===== config.mk =====
export PLATFORM = sky130hd
export DESIGN_NAME = fetch_unit
export DESIGN_NICKNAME = d
export VERILOG_FILES = /design/src/rtl/cpu_pkg.sv /design/src/rtl/fetch_buffer.sv /design/src/rtl/fetch_unit.sv
export SDC_FILE = /design/constraint.sdc
export NUM_CORES = 1
export LEC_CHECK = 0
export CORE_MARGIN = 5
export CORE_UTILIZATION = 54
export CTS_CLUSTER_SIZE = 14
export DETAILED_ROUTE_END_ITERATION = 8
export MAX_ROUTING_LAYER = met4
export PLACE_DENSITY_LB_ADDON = 0.12
export SKIP_CTS_REPAIR_TIMING = 1
export SLEW_MARGIN = 20
export SYNTH_ARGS = -nofsm -noshare
export SYNTH_HDL_FRONTEND = slang
export SYNTH_SLANG_ARGS = --single-unit
export TNS_END_PERCENT = 10

===== constraint.sdc =====
create_clock -name clk -period 3.6 [get_ports clk]
set_input_delay 0.72 -clock clk [delete_from_list [all_inputs] [get_ports clk]]
set_output_delay 0.72 -clock clk [all_outputs]
set_load 0.01 [all_outputs]

===== src/rtl/cpu_pkg.sv =====
// Shared CPU definitions: memory geometry, reset PC and the fetch buffer entry layout.
package cpu_pkg;

  localparam int ADDR_W = 8;
  localparam int DATA_W = 16;
  localparam logic [ADDR_W-1:0] RESET_PC = 8'h00;

  typedef struct packed {
    logic [DATA_W-1:0] instr;
    logic [ADDR_W-1:0] pc;
  } fetch_entry_t;

endpackage


===== src/rtl/fetch_buffer.sv =====
// Two-entry synchronous FIFO of {instr, pc}; flush empties it and dominates push/pop.
module fetch_buffer
  import cpu_pkg::*;
(
  input  logic         clk,
  input  logic         reset,
  input  logic         push_i,
  input  fetch_entry_t push_entry_i,
  input  logic         pop_i,
  input  logic         flush_i,
  output logic         full_o,
  output logic         empty_o,
  output fetch_entry_t head_o
);

  fetch_entry_t entry_q [2];
  logic         rd_ptr_q, rd_ptr_d;
  logic         wr_ptr_q, wr_ptr_d;
  logic [1:0]   count_q, count_d;
  logic         do_push, do_pop;

  assign full_o  = (count_q == 2'd2);
  assign empty_o = (count_q == 2'd0);
  assign head_o  = entry_q[rd_ptr_q];

  // Push into a full buffer is only safe when the head leaves in the same cycle,
  // because the freed slot is the one the write pointer already points at.
  assign do_pop  = pop_i && !empty_o;
  assign do_push = push_i && (!full_o || do_pop);

  always_comb begin
    rd_ptr_d = rd_ptr_q;
    wr_ptr_d = wr_ptr_q;
    count_d  = count_q;
    if (flush_i) begin
      rd_ptr_d = 1'b0;
      wr_ptr_d = 1'b0;
      count_d  = 2'd0;
    end else begin
      if (do_pop)  rd_ptr_d = ~rd_ptr_q;
      if (do_push) wr_ptr_d = ~wr_ptr_q;
      count_d = count_q + {1'b0, do_push} - {1'b0, do_pop};
    end
  end

  always_ff @(posedge clk) begin
    if (reset) begin
      rd_ptr_q <= 1'b0;
      wr_ptr_q <= 1'b0;
      count_q  <= 2'd0;
    end else begin
      rd_ptr_q <= rd_ptr_d;
      wr_ptr_q <= wr_ptr_d;
      count_q  <= count_d;
    end
  end

  for (genvar gi = 0; gi < 2; gi++) begin : g_entry
    always_ff @(posedge clk) begin
      if (reset) begin
        entry_q[gi] <= '0;
      end else if (!flush_i && do_push && (wr_ptr_q == 1'(gi))) begin
        entry_q[gi] <= push_entry_i;
      end
    end
  end

endmodule


===== src/rtl/fetch_unit.sv =====
// Instruction fetch stage: PC, single outstanding read tracking, memory pin mux and decode handshake.
// Optional store port through the memory pins is enabled with FETCH_STORE_PORT_EN.
module fetch_unit #(
  parameter int                ADDR_W    = cpu_pkg::ADDR_W,
  parameter int                DATA_W    = cpu_pkg::DATA_W,
  parameter logic [ADDR_W-1:0] RESET_PC  = cpu_pkg::RESET_PC,
  parameter int                BUF_DEPTH = 2
) (
  input  logic              clk,
  input  logic              reset,
  output logic              mem_enable,
  output logic [ADDR_W-1:0] mem_address,
  output logic [DATA_W-1:0] mem_data_in,
  input  logic [DATA_W-1:0] mem_data_out,
  output logic              instr_valid,
  input  logic              instr_ready,
  output logic [DATA_W-1:0] instr,
  output logic [ADDR_W-1:0] instr_pc,
  input  logic              redirect_valid,
  input  logic [ADDR_W-1:0] redirect_pc,
  input  logic              halt
`ifdef FETCH_STORE_PORT_EN
  ,
  input  logic              st_valid,
  input  logic [ADDR_W-1:0] st_addr,
  input  logic [DATA_W-1:0] st_data,
  output logic              st_ready
`endif
);

  import cpu_pkg::*;

  logic [ADDR_W-1:0] pc_q, pc_d;
  logic [ADDR_W-1:0] inflight_pc_q, inflight_pc_d;
  logic              inflight_q, inflight_d;
  logic              kill_q, kill_d;

  logic              pop, push, issue, store_cycle;
  logic              buf_full, buf_empty;
  logic [1:0]        occupancy;
  logic [2:0]        demand;
  fetch_entry_t      head, push_entry;

  assign instr_valid = !buf_empty;
  assign instr       = head.instr;
  assign instr_pc    = head.pc;
  assign pop         = instr_valid && instr_ready;

  // The outstanding read counts as an occupied slot so a full buffer can never receive a push.
  assign occupancy = buf_full ? 2'd2 : (buf_empty ? 2'd0 : 2'd1);
  assign demand    = {1'b0, occupancy} + {2'b0, inflight_q} - {2'b0, pop};
  assign issue     = !reset && !halt && !redirect_valid && !store_cycle
                     && (demand < 3'(BUF_DEPTH));

  assign push       = inflight_q && !kill_q && !redirect_valid;
  assign push_entry = '{instr: mem_data_out, pc: inflight_pc_q};

`ifdef FETCH_STORE_PORT_EN
  assign store_cycle = st_valid && !redirect_valid && !reset;
  assign st_ready    = store_cycle;
  assign mem_enable  = store_cycle;
  assign mem_address = store_cycle ? st_addr : pc_q;
  assign mem_data_in = store_cycle ? st_data : '0;
`else
  assign store_cycle = 1'b0;
  assign mem_enable  = 1'b0;
  assign mem_address = pc_q;
  assign mem_data_in = '0;
`endif

  always_comb begin
    pc_d          = pc_q;
    inflight_pc_d = inflight_pc_q;
    inflight_d    = 1'b0;
    kill_d        = kill_q;
    if (redirect_valid) begin
      pc_d   = redirect_pc;
      kill_d = inflight_q;
    end else if (issue) begin
      pc_d          = pc_q + ADDR_W'(1);
      inflight_pc_d = pc_q;
      inflight_d    = 1'b1;
      kill_d        = 1'b0;
    end
  end

  always_ff @(posedge clk) begin
    if (reset) begin
      pc_q          <= RESET_PC;
      inflight_pc_q <= '0;
      inflight_q    <= 1'b0;
      kill_q        <= 1'b0;
    end else begin
      pc_q          <= pc_d;
      inflight_pc_q <= inflight_pc_d;
      inflight_q    <= inflight_d;
      kill_q        <= kill_d;
    end
  end

  // A pop coinciding with a redirect is dropped; the flush discards the head anyway.
  fetch_buffer u_buf (
    .clk          (clk),
    .reset        (reset),
    .push_i       (push),
    .push_entry_i (push_entry),
    .pop_i        (pop && !redirect_valid),
    .flush_i      (redirect_valid),
    .full_o       (buf_full),
    .empty_o      (buf_empty),
    .head_o       (head)
  );

endmodule


==> impl_table.tex, run 1 <==
\begin{tabular}{lr}
\hline
Metric & Value \\
\hline
\multicolumn{2}{l}{\textbf{Route}} \\
Vias after detailed routing & 2152 \\
Average wire per standard cell & between 10 and 15 um \\
Violation count after the first detailed-routing iteration & 111 \\
Routed WL & 6060 um \\
Antenna-violating nets left & 0 \\
DRT Pass-1 Iters & 4 \\
Average via count per standard cell & 5.05 \\
Detailed-route DRC error count & 0 \\
\multicolumn{2}{l}{\textbf{Clocking}} \\
CTS tree & built \\
Root buffer selected by CTS & clkbuf\_8 \\
Clk Latency, worst-skew pair & 0.33 ns \\
Number of buffers created by CTS & 9 \\
CTS H-Tree Depth & 3 \\
CTS clock-pin slew for the worst setup and hold paths & 0.07 ns \\
Count of clock tree sinks & between 70 and 80 \\
Worst-case clock buffer depth & 2 \\
\multicolumn{2}{l}{\textbf{Hold path}} \\
Endpoint of the worst hold path & inflight\_pc\_q[2] \\
Worst hold stages & 2 \\
Worst Hold Launch & inflight\_pc\_q[2] \\
Kind of path behind the tightest hold check & reg2reg \\
\multicolumn{2}{l}{\textbf{Yosys}} \\
Cell types occupying the most area after synthesis & edfxtp\_1 (43\%), dfxtp\_1 (14\%), and2\_1 (8.9\%), mux2\_2 (8.1\%), buf\_4 (3.8\%) \\
Netlist area before placement & 3360 um2 \\
Syn. warnings & 0 \\
Share of flip-flops with an asynchronous set or reset & 0 \\
Top cell type's share of synthesized area & 0.430 \\
Number of synthesized register bits & 71 \\
EDFF count, synth & 48 \\
Most numerous cell types in the synthesized netlist & and2\_1 (48), edfxtp\_1 (48), mux2\_2 (24) \\
Synth area leader & edfxtp\_1 \\
Number of distinct library cell variants in the gate-level netlist after synthesis & 40 \\
Synthesized area per cell & 11.9 um2 \\
Post-synthesis cell count & 281 \\
Part of the Yosys area used for sequential elements & 0.567 \\
Commonest register cell after synthesis & edfxtp\_1 \\
\multicolumn{2}{l}{\textbf{Floorplanning}} \\
Starting utilization of the core area & 0.560 \\
Top-level I/O count & 79 \\
Row count & 28 \\
Die X & 88.8 um \\
Y dimension of the die & 88.8 um \\
Area enclosed by the die boundary & 7890 um2 \\
Floorplan core area & roughly 6000 um2 \\
\multicolumn{2}{l}{\textbf{Worst setup path}} \\
Worst Setup End Kind & flop \\
Worst-path fanout max & 17 \\
Crit Path Category & in2reg \\
End of the worst register-to-register path & mem\_address[4] \\
Worst endpoint data arrival time & $\sim$3 ns \\
Slack of the worst reg-to-reg path & 1.03 ns \\
Required @ worst endpoint & 3.84 ns \\
Element type at the critical path start & input port \\
Launching point of the worst reg2reg path & u\_buf.count\_q[0] \\
R2r worst-path depth & 8 \\
\multicolumn{2}{l}{\textbf{Timing}} \\
Fmax & 364 MHz \\
Setup Total Neg Slack & 0 ns \\
Slew headroom & 0.455 \\
Hold violation total from the final report & 0 \\
Fraction of the cycle the final worst path needs & 0.764 \\
Setup Skew & 0.00652 ns \\
Post-layout min period & 2.75 ns \\
Finish-stage setup viols & 0 \\
Setup repair after global routing missed its margin & false \\
Least-Margin Pin Slew & approximately 0.8 ns \\
Max-slew violation count & 0 \\
Worst setup margin & 0.850 ns \\
\multicolumn{2}{l}{\textbf{Power}} \\
Peak supply drop & 0.236 mV \\
Static Leakage & 0.00161 uW \\
Power after layout & 1780 uW \\
Areal power density over the cells & 420 nW/um2 \\
\multicolumn{2}{l}{\textbf{Global routing}} \\
Aggregate global routing overflow & 0 \\
Total routing usage reported by global routing & 0.173 \\
Number of global-route vias before repair & 2201 \\
Initial antenna violation count & 0 \\
Maximum number of pins on one net before global-route repair & 28 \\
First-pass GRT wire length & 10100 um \\
\multicolumn{2}{l}{\textbf{Final layout}} \\
Final net count & 378 \\
Filler-free cell count of the finished design & between 400 and 500 \\
Layout cell share with drive strength beyond 1 & 0.160 \\
Area overhead of the layout relative to synthesis & 26.3\% \\
Antenna diode count & 0 \\
Core occupancy in the finished layout & 0.707 \\
\multicolumn{2}{l}{\textbf{Job}} \\
Max Cap Viol & 0 \\
\multicolumn{2}{l}{\textbf{Place}} \\
Total instance count after detailed placement & 410 \\
DP HPWL & between 4000 and 5000 um \\
Final weighted congestion of routability-driven global placement & 0.801 \\
Port bufs & 61 \\
Minimum setup slack after placement & roughly 0.5 ns \\
\multicolumn{2}{l}{\textbf{Status}} \\
Outcome & completed \\
\hline
\end{tabular}
-- logic make-up (layout without fill, tap and decap cells) --
family,count (synthesis),in the layout,share of synthesized area
xor+xnor,5,5,0.0172
buf+inv,40,94,0.0641
fa+ha+maj,3,3,0.0112
flops,71,71,0.567
other cells,1,17,0.00112
compound gates,26,26,0.0563
simple gates,103,103,0.179
mux,32,32,0.104
-- worst max-delay path: stages --
cell,delay [ns]
clkdlybuf4s50_1,0.42
nand2_1,0.12
inv_1,0.05
ha_1,0.26
nor2b_1,0.12
xnor3_1,0.44
or4_1,0.57
a311oi_1,0.27
-- final cells by class --
| type | count | area [um2] |
|---|---|---|
| inverter | 9 | 33.8 |
| multi-input combinational | 186 | 1320 |
| fill | 432 | 1750 |
| clock buffer | 9 | 124 |
| tap | 75 | 93.8 |
| timing repair buffer | 69 | 671 |
| clock inverter | 7 | 97.6 |
| sequential | 71 | 1900 |
-- report_power, final --
group          leakage [uW]  switching [uW]  internal, uW
sequential         0.000683            18.5           902
combinational      0.000819            77.1          96.9
clock              0.000105             296           391
-- cell usage in the layout (no fill, tap or decap), drive strengths merged, types with 2 or more instances in the layout --
master,netlist,layout
bufinv,0,2
dfxtp,23,23
and2,48,48
o211ai,2,2
clkinv,1,4
nor4,2,2
mux2,24,24
mux2i,8,8
clkdlybuf4s50,0,61
o31a,4,4
xnor2,2,2
clkinvlp,0,2
or3,2,2
o31ai,3,3
or4,3,3
o21ai,3,3
clkbuf,12,9
nand2,3,3
ha,3,3
nor3,3,3
nor2,15,15
nand3,2,2
or2,3,3
a21oi,5,5
nand2b,18,18
edfxtp,48,48
inv,8,8
buf,19,8
xor2,2,2
a311oi,4,4
o21bai,2,2
conb,1,17
-- how the worst max path moves through the flow --
stage                        start             endpoint  slack, ns
floorplan           redirect_valid  u_buf.entry_q[0][0]       0.94
global placement       instr_ready       mem_address[4]       0.58
detailed placement     instr_ready       mem_address[6]       0.51
CTS                    instr_ready       mem_address[4]       0.86
global route           instr_ready       mem_address[4]       0.73
finish                 instr_ready       mem_address[4]       0.85
-- state kept, by name, summed over array words and instances (netlist names), named ones only --
signal	flops
u_buf.rd_ptr_q	1
inflight_pc_q	8
kill_q	1
u_buf.wr_ptr_q	1
inflight_q	1
u_buf.entry_q	48
mem_address	8
u_buf.count_q	2
-- through the flow --
stage               cell area (um2)  hold WS [ns]
finish                         4240         0.482
global route                   4240         0.512
CTS                            4240         0.487
detailed placement             4020         0.468
global placement               4020         0.467
floorplan                      3420         0.450
-- routing by layer --
metal	up-vias	global-route usage	wire (um)
met1	1010	0.206	2690
met3	2	0.0540	390
met4	0	0.0591	35
met5	-	-	0
met2	59	0.278	2940
li1	1081	-	-
No activity file was read; power rests on OpenSTA's default activity.
==> run 2: changes to the inputs <==
--- a/config.mk
+++ b/config.mk
@@ -6,7 +6,7 @@
 export NUM_CORES = 1
 export LEC_CHECK = 0
 export CORE_MARGIN = 5
-export CORE_UTILIZATION = 54
+export CORE_UTILIZATION = 45
 export CTS_CLUSTER_SIZE = 14
 export DETAILED_ROUTE_END_ITERATION = 8
 export MAX_ROUTING_LAYER = met4
==> constraint.sdc (replaced) <==
create_clock -name clk -period 2.5 [get_ports clk]
set_input_delay 0.5 -clock clk [delete_from_list [all_inputs] [get_ports clk]]
set_output_delay 0.5 -clock clk [all_outputs]
set_load 0.01 [all_outputs]
==> run 2 against run 1 <==
  * Sequential power increased by 43%
  * Power up 47%
  * Routed wire length is 6.9% higher
  * Core utilization down 11 points
  * First-iteration DRC count did not move
  * Non-clock buffer count rose by 5
  * Final cell count rose by 7.0%
  * Final area grew 3.1%
  * Critical path depth stayed put
  * Sequential share of layout area is 1.3 points lower
  * Highest routed layer unchanged
==> impl_table.tex, run 2 (synthesis gave the netlist of run 1 again) <==
\begin{tabular}{lr}
\hline
Metric & Value \\
\hline
\multicolumn{2}{l}{\textbf{Place}} \\
DP HPWL & $\sim$4200 um \\
Final weighted congestion of routability-driven global placement & 0.808 \\
Port bufs & 61 \\
Instance area after placement & 4110 um2 \\
\multicolumn{2}{l}{\textbf{Hold path}} \\
Worst Hold Launch & inflight\_pc\_q[1] \\
Kind of path behind the tightest hold check & reg2reg \\
Worst hold stages & 2 \\
Endpoint of the worst hold path & inflight\_pc\_q[1] \\
\multicolumn{2}{l}{\textbf{Worst setup path}} \\
End of the worst register-to-register path & mem\_address[4] \\
Worst-path fanout max & 5 \\
Slack of the worst reg-to-reg path & 0.11 ns \\
Required @ worst endpoint & about 2.8 ns \\
Crit Path Category & reg2reg \\
Worst Setup End Kind & flop \\
Worst endpoint data arrival time & $\sim$2.7 ns \\
Launching point of the worst reg2reg path & u\_buf.count\_q[0] \\
R2r worst-path depth & 8 \\
Element type at the critical path start & flop \\
\multicolumn{2}{l}{\textbf{Final layout}} \\
Layout cell share with drive strength beyond 1 & 0.179 \\
Top library cells by usage in the layout, fill and taps aside & clkdlybuf4s50\_1 (61), and2\_1 (48), edfxtp\_1 (48) \\
Register name with the most flops & u\_buf.entry\_q \\
Antenna diode count & 0 \\
Number of filler instances in the final layout & 618 \\
Max FFs per register & 48 \\
Final net count & approximately 380 \\
Area used by multi-input combinational logic & 1350 um2 \\
Area overhead of the layout relative to synthesis & 30.2\% \\
Area taken by flip-flops and latches & 1900 um2 \\
Cell area after layout & approximately 4400 um2 \\
Most common library cell in the layout ignoring fill and taps & clkdlybuf4s50\_1 \\
\multicolumn{2}{l}{\textbf{Route}} \\
Violation count after the first detailed-routing iteration & 111 \\
Average via count per standard cell & around 4.8 \\
Detailed-route DRC error count & 0 \\
DRT Pass-1 Iters & 4 \\
Antenna-violating nets left & 0 \\
Routed WL & 6470 um \\
Vias after detailed routing & 2206 \\
Average wire per standard cell & 14.2 um \\
\multicolumn{2}{l}{\textbf{Timing}} \\
Post-layout min period & about 2.4 ns \\
Worst hold slack & 0.483 ns \\
Setup Total Neg Slack & 0 ns \\
Hold violation total from the final report & 0 \\
Max-slew violation count & 0 \\
Finish-stage setup viols & 0 \\
Setup Skew & 0.0113 ns \\
Fmax & $\sim$420 MHz \\
Fraction of the cycle the final worst path needs & 0.956 \\
Setup repair after global routing missed its margin & true \\
\multicolumn{2}{l}{\textbf{Power}} \\
Peak supply drop & 0.257 mV \\
Power after layout & 2620 uW \\
Combinational share of power & 0.100 \\
Sw Pwr & 603 uW \\
Relative contribution of the clock network to total power & 0.395 \\
Static Leakage & 0.00167 uW \\
Switch share & 0.230 \\
Int Power & a little over 2000 uW \\
Areal power density over the cells & 600 nW/um2 \\
Part of the total power dissipated in sequential elements & 0.505 \\
\multicolumn{2}{l}{\textbf{Floorplanning}} \\
Y dimension of the die & 96.4 um \\
Die X & 96.4 um \\
Row count & 31 \\
Starting utilization of the core area & 0.463 \\
Top-level I/O count & 79 \\
Floorplan core area & 7250 um2 \\
Area enclosed by the die boundary & 9280 um2 \\
\multicolumn{2}{l}{\textbf{Global routing}} \\
Total routing usage reported by global routing & 0.150 \\
Aggregate global routing overflow & 0 \\
Maximum number of pins on one net before global-route repair & 31 \\
First-pass GRT wire length & 10300 um \\
Number of global-route vias before repair & 2187 \\
Initial antenna violation count & 0 \\
\multicolumn{2}{l}{\textbf{Clocking}} \\
Count of clock tree sinks & 71 \\
CTS H-Tree Depth & 3 \\
CTS clock-pin slew for the worst setup and hold paths & 0.08 ns \\
CTS tree & built \\
Clk Latency, worst-skew pair & 0.34 ns \\
Worst-case clock buffer depth & 2 \\
Root buffer selected by CTS & clkbuf\_8 \\
Number of buffers created by CTS & 9 \\
\multicolumn{2}{l}{\textbf{Status}} \\
Outcome & completed \\
\multicolumn{2}{l}{\textbf{Job}} \\
Max Cap Viol & 0 \\
\hline
\end{tabular}
run 2: stage by stage:
step,std cells,util,setup WS [ns]
3_5_place_dp,439,0.567,-0.201
6_report,456,0.602,0.110
4_1_cts,455,0.598,0.0757
2_1_floorplan,297,-,0.0567
3_3_place_gp,439,0.567,-0.157
5_1_grt,456,0.602,-0.0271
run 2: final cells by class:
cell class / count / share of cell area
inverters: 9 / 0.00773
repair buffers: 74 / 0.168
clock inverters: 7 / 0.0235
multi-input cells: 187 / 0.309
well taps: 99 / 0.0284
flip-flops and latches: 71 / 0.435
clock buffers: 9 / 0.0284
run 2: routing by layer:
metal	wire length [um]	up-vias	track usage
met5	0	-	-
met4	74	0	0.0526
met3	430	8	0.0414
met2	3080	67	0.237
met1	2880	1037	0.185
li1	-	1094	-
run 2: power groups by stage:
stage               logic (uW)  registers [uW]  clock network [uW]
floorplan                  135            1350                   0
global placement           260            1350                   0
detailed placement         262            1350                   0
CTS                        263            1320                1050
global route               288            1330                1110
finish                     262            1320                1030
run 2: critical path, stage by stage, from the launching register on:
cell and delay, ns:
dfxtp_1 0.33, or2_2 0.31, nand2_1 0.09, inv_1 0.05, ha_1 0.27, nor2b_2 0.16, xnor3_2 0.33, or4_1 0.52
a311oi_1 0.24
run 2: how the worst max path moves through the flow:
stage / from / end / slack [ns] / cells after the start
finish: u_buf.count_q[0] / mem_address[4] / 0.11 / 8
floorplan: redirect_valid / u_buf.entry_q[0][0] / 0.06 / 3
global placement: instr_ready / mem_address[6] / -0.16 / 8
CTS: u_buf.count_q[0] / inflight_pc_q[6] / 0.08 / 10
global route: u_buf.count_q[0] / mem_address[7] / -0.03 / 8
detailed placement: instr_ready / mem_address[6] / -0.20 / 8
